**src/rtl/operand_ctrl_pkg.sv**
```systemverilog
`default_nettype none
// ============================================================================
// Module      : operand_ctrl_pkg
// Description : Shared constants for operand_ctrl and the memory stage it
//               drives: memory-stage command codes, ALU op codes, FSM state
//               encoding and the datapath width.
// Revision    : 1.0 - initial release
// ============================================================================
package operand_ctrl_pkg;

  localparam int unsigned DATA_W = 4;

  // Commands sent to the memory stage on tx (the memory stage decodes the
  // same values, so keep them stable).
  typedef enum logic [3:0] {
    TX_CLEAR = 4'd0,
    TX_LOAD  = 4'd1,
    TX_HOLD  = 4'd2
  } tx_e;

  typedef enum logic [1:0] {
    OP_ADD = 2'd0,
    OP_SUB = 2'd1,
    OP_AND = 2'd2,
    OP_OR  = 2'd3
  } op_e;

  typedef enum logic [2:0] {
    ST_IDLE = 3'd0,
    ST_CLR  = 3'd1,
    ST_LD1  = 3'd2,
    ST_LD2  = 3'd3,
    ST_CAP  = 3'd4,
    ST_EXEC = 3'd5,
    ST_DONE = 3'd6
  } state_e;

endpackage
`default_nettype wire

```
**src/rtl/operand_ctrl_ula.sv**
```systemverilog
`default_nettype none
// ============================================================================
// Module      : ula
// Description : Combinational 4-bit ALU used by operand_ctrl.
// Ports       : a, b    - operands
//               op      - 00 add, 01 sub, 10 and, 11 or
//               result  - operation result (mod 16)
//               carry   - add carry-out / sub borrow (a < b); 0 for and/or
// Revision    : 1.0 - initial release
// ============================================================================
module ula
  import operand_ctrl_pkg::*;
(
  input  logic [DATA_W-1:0] a,
  input  logic [DATA_W-1:0] b,
  input  logic [1:0]        op,
  output logic [DATA_W-1:0] result,
  output logic              carry
);

  logic [DATA_W:0] w_sum;
  logic [DATA_W:0] w_diff;

  // Both widened by one bit: the top bit of the sum is the carry-out, and
  // the top bit of the wrapped difference is set exactly when a < b.
  assign w_sum  = {1'b0, a} + {1'b0, b};
  assign w_diff = {1'b0, a} - {1'b0, b};

  always_comb begin
    result = '0;
    carry  = 1'b0;
    case (op)
      OP_ADD: begin
        result = w_sum[DATA_W-1:0];
        carry  = w_sum[DATA_W];
      end
      OP_SUB: begin
        result = w_diff[DATA_W-1:0];
        carry  = w_diff[DATA_W];
      end
      OP_AND:  result = a & b;
      default: result = a | b;
    endcase
  end

endmodule
`default_nettype wire

```
**src/rtl/operand_ctrl.sv**
```systemverilog
`default_nettype none
// ============================================================================
// Module      : operand_ctrl
// Description : Moore FSM that clears and loads two operands from a memory
//               stage, runs one ALU operation and holds the result until the
//               consumer acknowledges it.
// Ports       : clock, reset_n (sync, active-low)
//               start   - begin a sequence (only honoured in IDLE)
//               op      - operation, latched when the sequence starts
//               ack     - result acknowledge (only honoured in DONE)
//               entrada - operand word from the memory stage
//               tx      - command to the memory stage (CLEAR/LOAD/HOLD)
//               reg_a, reg_b, result, carry - captured operands and result
//               busy    - sequence in flight; done - result valid
// Revision    : 1.0 - initial release
// ============================================================================
module operand_ctrl
  import operand_ctrl_pkg::*;
(
  input  logic              clock,
  input  logic              reset_n,
  input  logic              start,
  input  logic [1:0]        op,
  input  logic              ack,
  input  logic [DATA_W-1:0] entrada,
  output logic [3:0]        tx,
  output logic [DATA_W-1:0] reg_a,
  output logic [DATA_W-1:0] reg_b,
  output logic [DATA_W-1:0] result,
  output logic              carry,
  output logic              busy,
  output logic              done
);

  state_e            state_q, state_d;
  logic [1:0]        op_q, op_d;
  logic [DATA_W-1:0] reg_a_q, reg_a_d;
  logic [DATA_W-1:0] reg_b_q, reg_b_d;
  logic [DATA_W-1:0] result_q, result_d;
  logic              carry_q, carry_d;

  logic [DATA_W-1:0] w_alu_result;
  logic              w_alu_carry;

  // ---------------------------------------------------------------- state reg
  always_ff @(posedge clock) begin
    if (!reset_n) state_q <= ST_IDLE;
    else          state_q <= state_d;
  end

  // ---------------------------------------------------------------- next state
  always_comb begin
    state_d = state_q;
    case (state_q)
      ST_IDLE: if (start) state_d = ST_CLR;
      ST_CLR:  state_d = ST_LD1;
      ST_LD1:  state_d = ST_LD2;
      ST_LD2:  state_d = ST_CAP;
      ST_CAP:  state_d = ST_EXEC;
      ST_EXEC: state_d = ST_DONE;
      // start arriving together with ack is deliberately ignored here.
      ST_DONE: if (ack) state_d = ST_IDLE;
      default: state_d = ST_IDLE;
    endcase
  end

  // ---------------------------------------------------------------- outputs
  always_comb begin
    tx   = TX_HOLD;
    busy = 1'b1;
    done = 1'b0;
    case (state_q)
      ST_IDLE: busy = 1'b0;
      ST_CLR:  tx   = TX_CLEAR;
      ST_LD1:  tx   = TX_LOAD;
      ST_LD2:  tx   = TX_LOAD;
      ST_DONE: begin
        busy = 1'b0;
        done = 1'b1;
      end
      default: ;
    endcase
  end

  // ---------------------------------------------------------------- datapath
  // The memory stage answers a LOAD one edge later, so the first operand is
  // on entrada while in CAP's predecessor (LD2) is being left, and the second
  // one while CAP is being left.
  always_comb begin
    op_d     = op_q;
    reg_a_d  = reg_a_q;
    reg_b_d  = reg_b_q;
    result_d = result_q;
    carry_d  = carry_q;
    case (state_q)
      ST_IDLE: if (start) op_d = op;
      ST_LD2:  reg_a_d = entrada;
      ST_CAP:  reg_b_d = entrada;
      ST_EXEC: begin
        result_d = w_alu_result;
        carry_d  = w_alu_carry;
      end
      default: ;
    endcase
  end

  always_ff @(posedge clock) begin
    if (!reset_n) begin
      op_q     <= OP_ADD;
      reg_a_q  <= '0;
      reg_b_q  <= '0;
      result_q <= '0;
      carry_q  <= 1'b0;
    end else begin
      op_q     <= op_d;
      reg_a_q  <= reg_a_d;
      reg_b_q  <= reg_b_d;
      result_q <= result_d;
      carry_q  <= carry_d;
    end
  end

  ula u_ula (
    .a      (reg_a_q),
    .b      (reg_b_q),
    .op     (op_q),
    .result (w_alu_result),
    .carry  (w_alu_carry)
  );

  assign reg_a  = reg_a_q;
  assign reg_b  = reg_b_q;
  assign result = result_q;
  assign carry  = carry_q;

endmodule
`default_nettype wire

```
**config.mk**
```make
export PLATFORM = sky130hd
export DESIGN_NAME = operand_ctrl
export DESIGN_NICKNAME = d
export VERILOG_FILES = /design/src/rtl/operand_ctrl_pkg.sv /design/src/rtl/operand_ctrl_ula.sv /design/src/rtl/operand_ctrl.sv
export SDC_FILE = /design/constraint.sdc
export NUM_CORES = 1
export LEC_CHECK = 0
export ABC_AREA = 1
export CAP_MARGIN = 20
export CORE_ASPECT_RATIO = 0.6
export CORE_MARGIN = 2
export CORE_UTILIZATION = 35
export CTS_CLUSTER_SIZE = 28
export DETAILED_ROUTE_END_ITERATION = 10
export PLACE_DENSITY = 0.64
export SYNTH_ARGS = -nofsm -noshare
export SYNTH_HDL_FRONTEND = slang
export SYNTH_HIERARCHICAL = 1
export SYNTH_SLANG_ARGS = --single-unit
```
**constraint.sdc**
```tcl
create_clock -name clock -period 1.8 [get_ports clock]
set_input_delay 0.36 -clock clock [delete_from_list [all_inputs] [get_ports clock]]
set_output_delay 0.36 -clock clock [all_outputs]
set_load 0.02 [all_outputs]
```
==> results by group <==
Run status
  • Status: completed

Die
  • Die Ht: 50.0 um
  • Core area: 3300 um2
  • Die ar.: 4030 um2
  • Die W: 80.6 um
  • IO Pins: 29
  • Initial Util: 0.373
  • Core Rows: 16

Yosys
  • FF+latch count, synth: 18
  • Post-synth top area share: 0.292
  • Syn Area/Cell: 6.73 um2
  • Synth warn: 6
  • Top cell type by total area after synthesis: dfxtp_1
  • Syn Std Cell Area: 1230 um2
  • Sequential share of the synthesized area: 0.292
  • Cell variety after synth: 24
  • Syn Inst Count: 183
  • Most area-consuming cells after synthesis: dfxtp_1, ha_1, nor2_1, inv_1, nand2_1

Finish
  • Design Area, Final: 1650 um2
  • Most frequent cells in the layout: nor2_1, inv_1, nand2_1, clkdlybuf4s50_1, nand3_1
  • Layout cells sized above 1: 0.124
  • Post-layout util: 0.499
  • Nets@finish: 242
  • Area grow syn2layout: 33.7%
  • Area of the multi-input gates: 722 um2
  • Number of fill cells: 362
  • FF+latch area: 372 um2
  • Diodes inserted: 0
  • Commonest non-fill, non-tap cell in the layout: nor2_1

Timing
  • Hold Vio Cnt, Final: 0
  • RSZ-0062 raised after global routing: true
  • Worst Skew: 0.00180 ns
  • Period minus WS final: 1.75 ns
  • Worst hold margin: 0.462 ns
  • Slew Viols, Final: 0
  • Final Setup Violations: 0
  • Final period util: 0.973
  • Max Freq: 571 MHz
  • Final WS setup: 0.0486 ns

Clocking
  • CTS sink cnt: 18
  • H-tree depth: 1
  • Clk slew on worst S/H paths: 0.07 ns
  • Clock latency on the worst-skew pair: 0.25 ns
  • CTS tree: yes
  • Number of buffers created by CTS: 3
  • CTS max path bufs: 2
  • CTS Root Cell: clkbuf_8

Placed design
  • Hpwl dp: 2330 um
  • Setup WS pre-CTS: 0.0639 ns
  • PortBufs: 26
  • Final GP Congestion: 0.845
  • Post-placement cell area: 1590 um2

Routing
  • Initial DRC count: 93
  • TritonRoute pass-1 iters: 5
  • Post-Route WL: 2910 um
  • Drt wl/cell: 11.1 um
  • Post-route ant nets: 0
  • DRC violations left: 0
  • Routed via count: 1225
  • Vias per cell: 4.68

GRT
  • Initial antenna violation count: 0
  • Total GRT Usage: 0.159
  • Largest net degree at the start of global routing: 12
  • Number of global-route vias before repair: 1071
  • Gr ovfl total: 0
  • First-pass GRT wire length: 4930 um

Worst setup path
  • Crit path max fanout: 5
  • Critical Path Max Stage Delay: 0.37 ns
  • CP arrival: 1.94 ns
  • Crit-path cells: ha_2, inv_1, fa_1, or2_1, a21oi_1, o21ai_1, nand2_1, nand4_1, a21oi_1
  • Critical path class: flop to flop
  • Crit start category: flop
  • CP endpoint kind: flop
  • Crit path required time: 1.99 ns
  • Slowest cell on crit path: dfxtp_4
  • Cell mode on critical path: a21oi_1

Pwr
  • PwrDens: 650 nW/um2
  • Worst vdd rail ir drop: 0.385 mV
  • Leakage power: 0.735 nW

Flow run
  • Max capacitance violation total: 0

Worst hold path
  • Hold Crit Class: flop to flop
path summary, 6_finish.rpt:
check / start / to / slack, ns / cells past startpoint
setup / recovery: reg_b[0]$_SDFFE_PN0N_ / carry$_SDFFE_PN0N_ / 0.05 / 9
hold reg to reg: result[2]$_SDFFE_PN0N_ / result[2]$_SDFFE_PN0N_ / 0.46 / 2
hold / removal: result[2]$_SDFFE_PN0N_ / result[2]$_SDFFE_PN0N_ / 0.46 / 2
setup reg to reg: reg_b[0]$_SDFFE_PN0N_ / carry$_SDFFE_PN0N_ / 0.05 / 9
metrics by stage:
step | total power (W) | cells | setup TNS, ns
2_1_floorplan | 0.000643 | 184 | 0
4_1_cts | 0.00109 | 262 | 0
3_3_place_gp | 0.000759 | 258 | 0
3_5_place_dp | 0.000757 | 258 | 0
6_report | 0.00107 | 262 | 0
5_1_grt | 0.00115 | 262 | -0.0762
metal layers:
layer,part of all wire,up-vias,global-route usage
met3,0.071,2,0.0366
met4,0.0038,0,0.0339
met1,0.54,533,0.254
met2,0.38,38,0.208
met5,0,-,0
li1,-,652,-
cell type report:
| class | count | area share |
|---|---|---|
| Timing Repair Buffer | 35 | 0.196 |
| Tap cell | 45 | 0.0342 |
| Inverter | 32 | 0.0729 |
| Multi-Input combinational cell | 128 | 0.438 |
| Clock buffer | 4 | 0.0334 |
| Sequential cell | 18 | 0.226 |
worst max-delay path: cells and delay by family (launching register included):
family	cells	cell delay (ns)
adders and majority gates	2	0.54
buffers and inverters	1	0.05
DFF	1	0.37
AOI/OAI and AO/OA	3	0.34
and+or+nand+nor	3	0.40
sequential cells by signal, summed over array words and instances, names as in the netlist:
name	cells
reg_b	4
state_q	3
carry	1
result	4
op_q	2
reg_a	4
synthesized netlist by cell type, drive strengths merged:
library cell  number
fa                 2
nand3             15
dfxtp             18
nand3b             1
nor3               1
o221ai             1
nand2             28
a21oi              9
nand4              8
nor2              33
conb               1
or2                3
ha                12
buf                5
clkbuf             1
o21ai             11
o2111ai            2
inv               32
cells by family after synthesis:
| group | share of synthesized area |
|---|---|
| other | 0.00304 |
| adder cells (fa/ha/maj) | 0.154 |
| AO/OA/AOI/OAI | 0.103 |
| flip-flops | 0.292 |
| AND/OR/NAND/NOR | 0.319 |
| buffers and inverters | 0.129 |
report_power, final:
| group | switching (W) | internal, W | leakage [nW] |
|---|---|---|---|
| Combinational | 0.000172 | 0.000120 | 0.557 |
| Sequential | 0.0000291 | 0.000420 | 0.149 |
| Clock | 0.000136 | 0.000194 | 0.0288 |
repair_timing:
item,in CTS,in global routing
setup endpoints to repair,4,5
hold buffers,0,0
resized for setup,5,5
buffers inserted,0,0
Note: power is estimated with default switching activity, not from simulation.
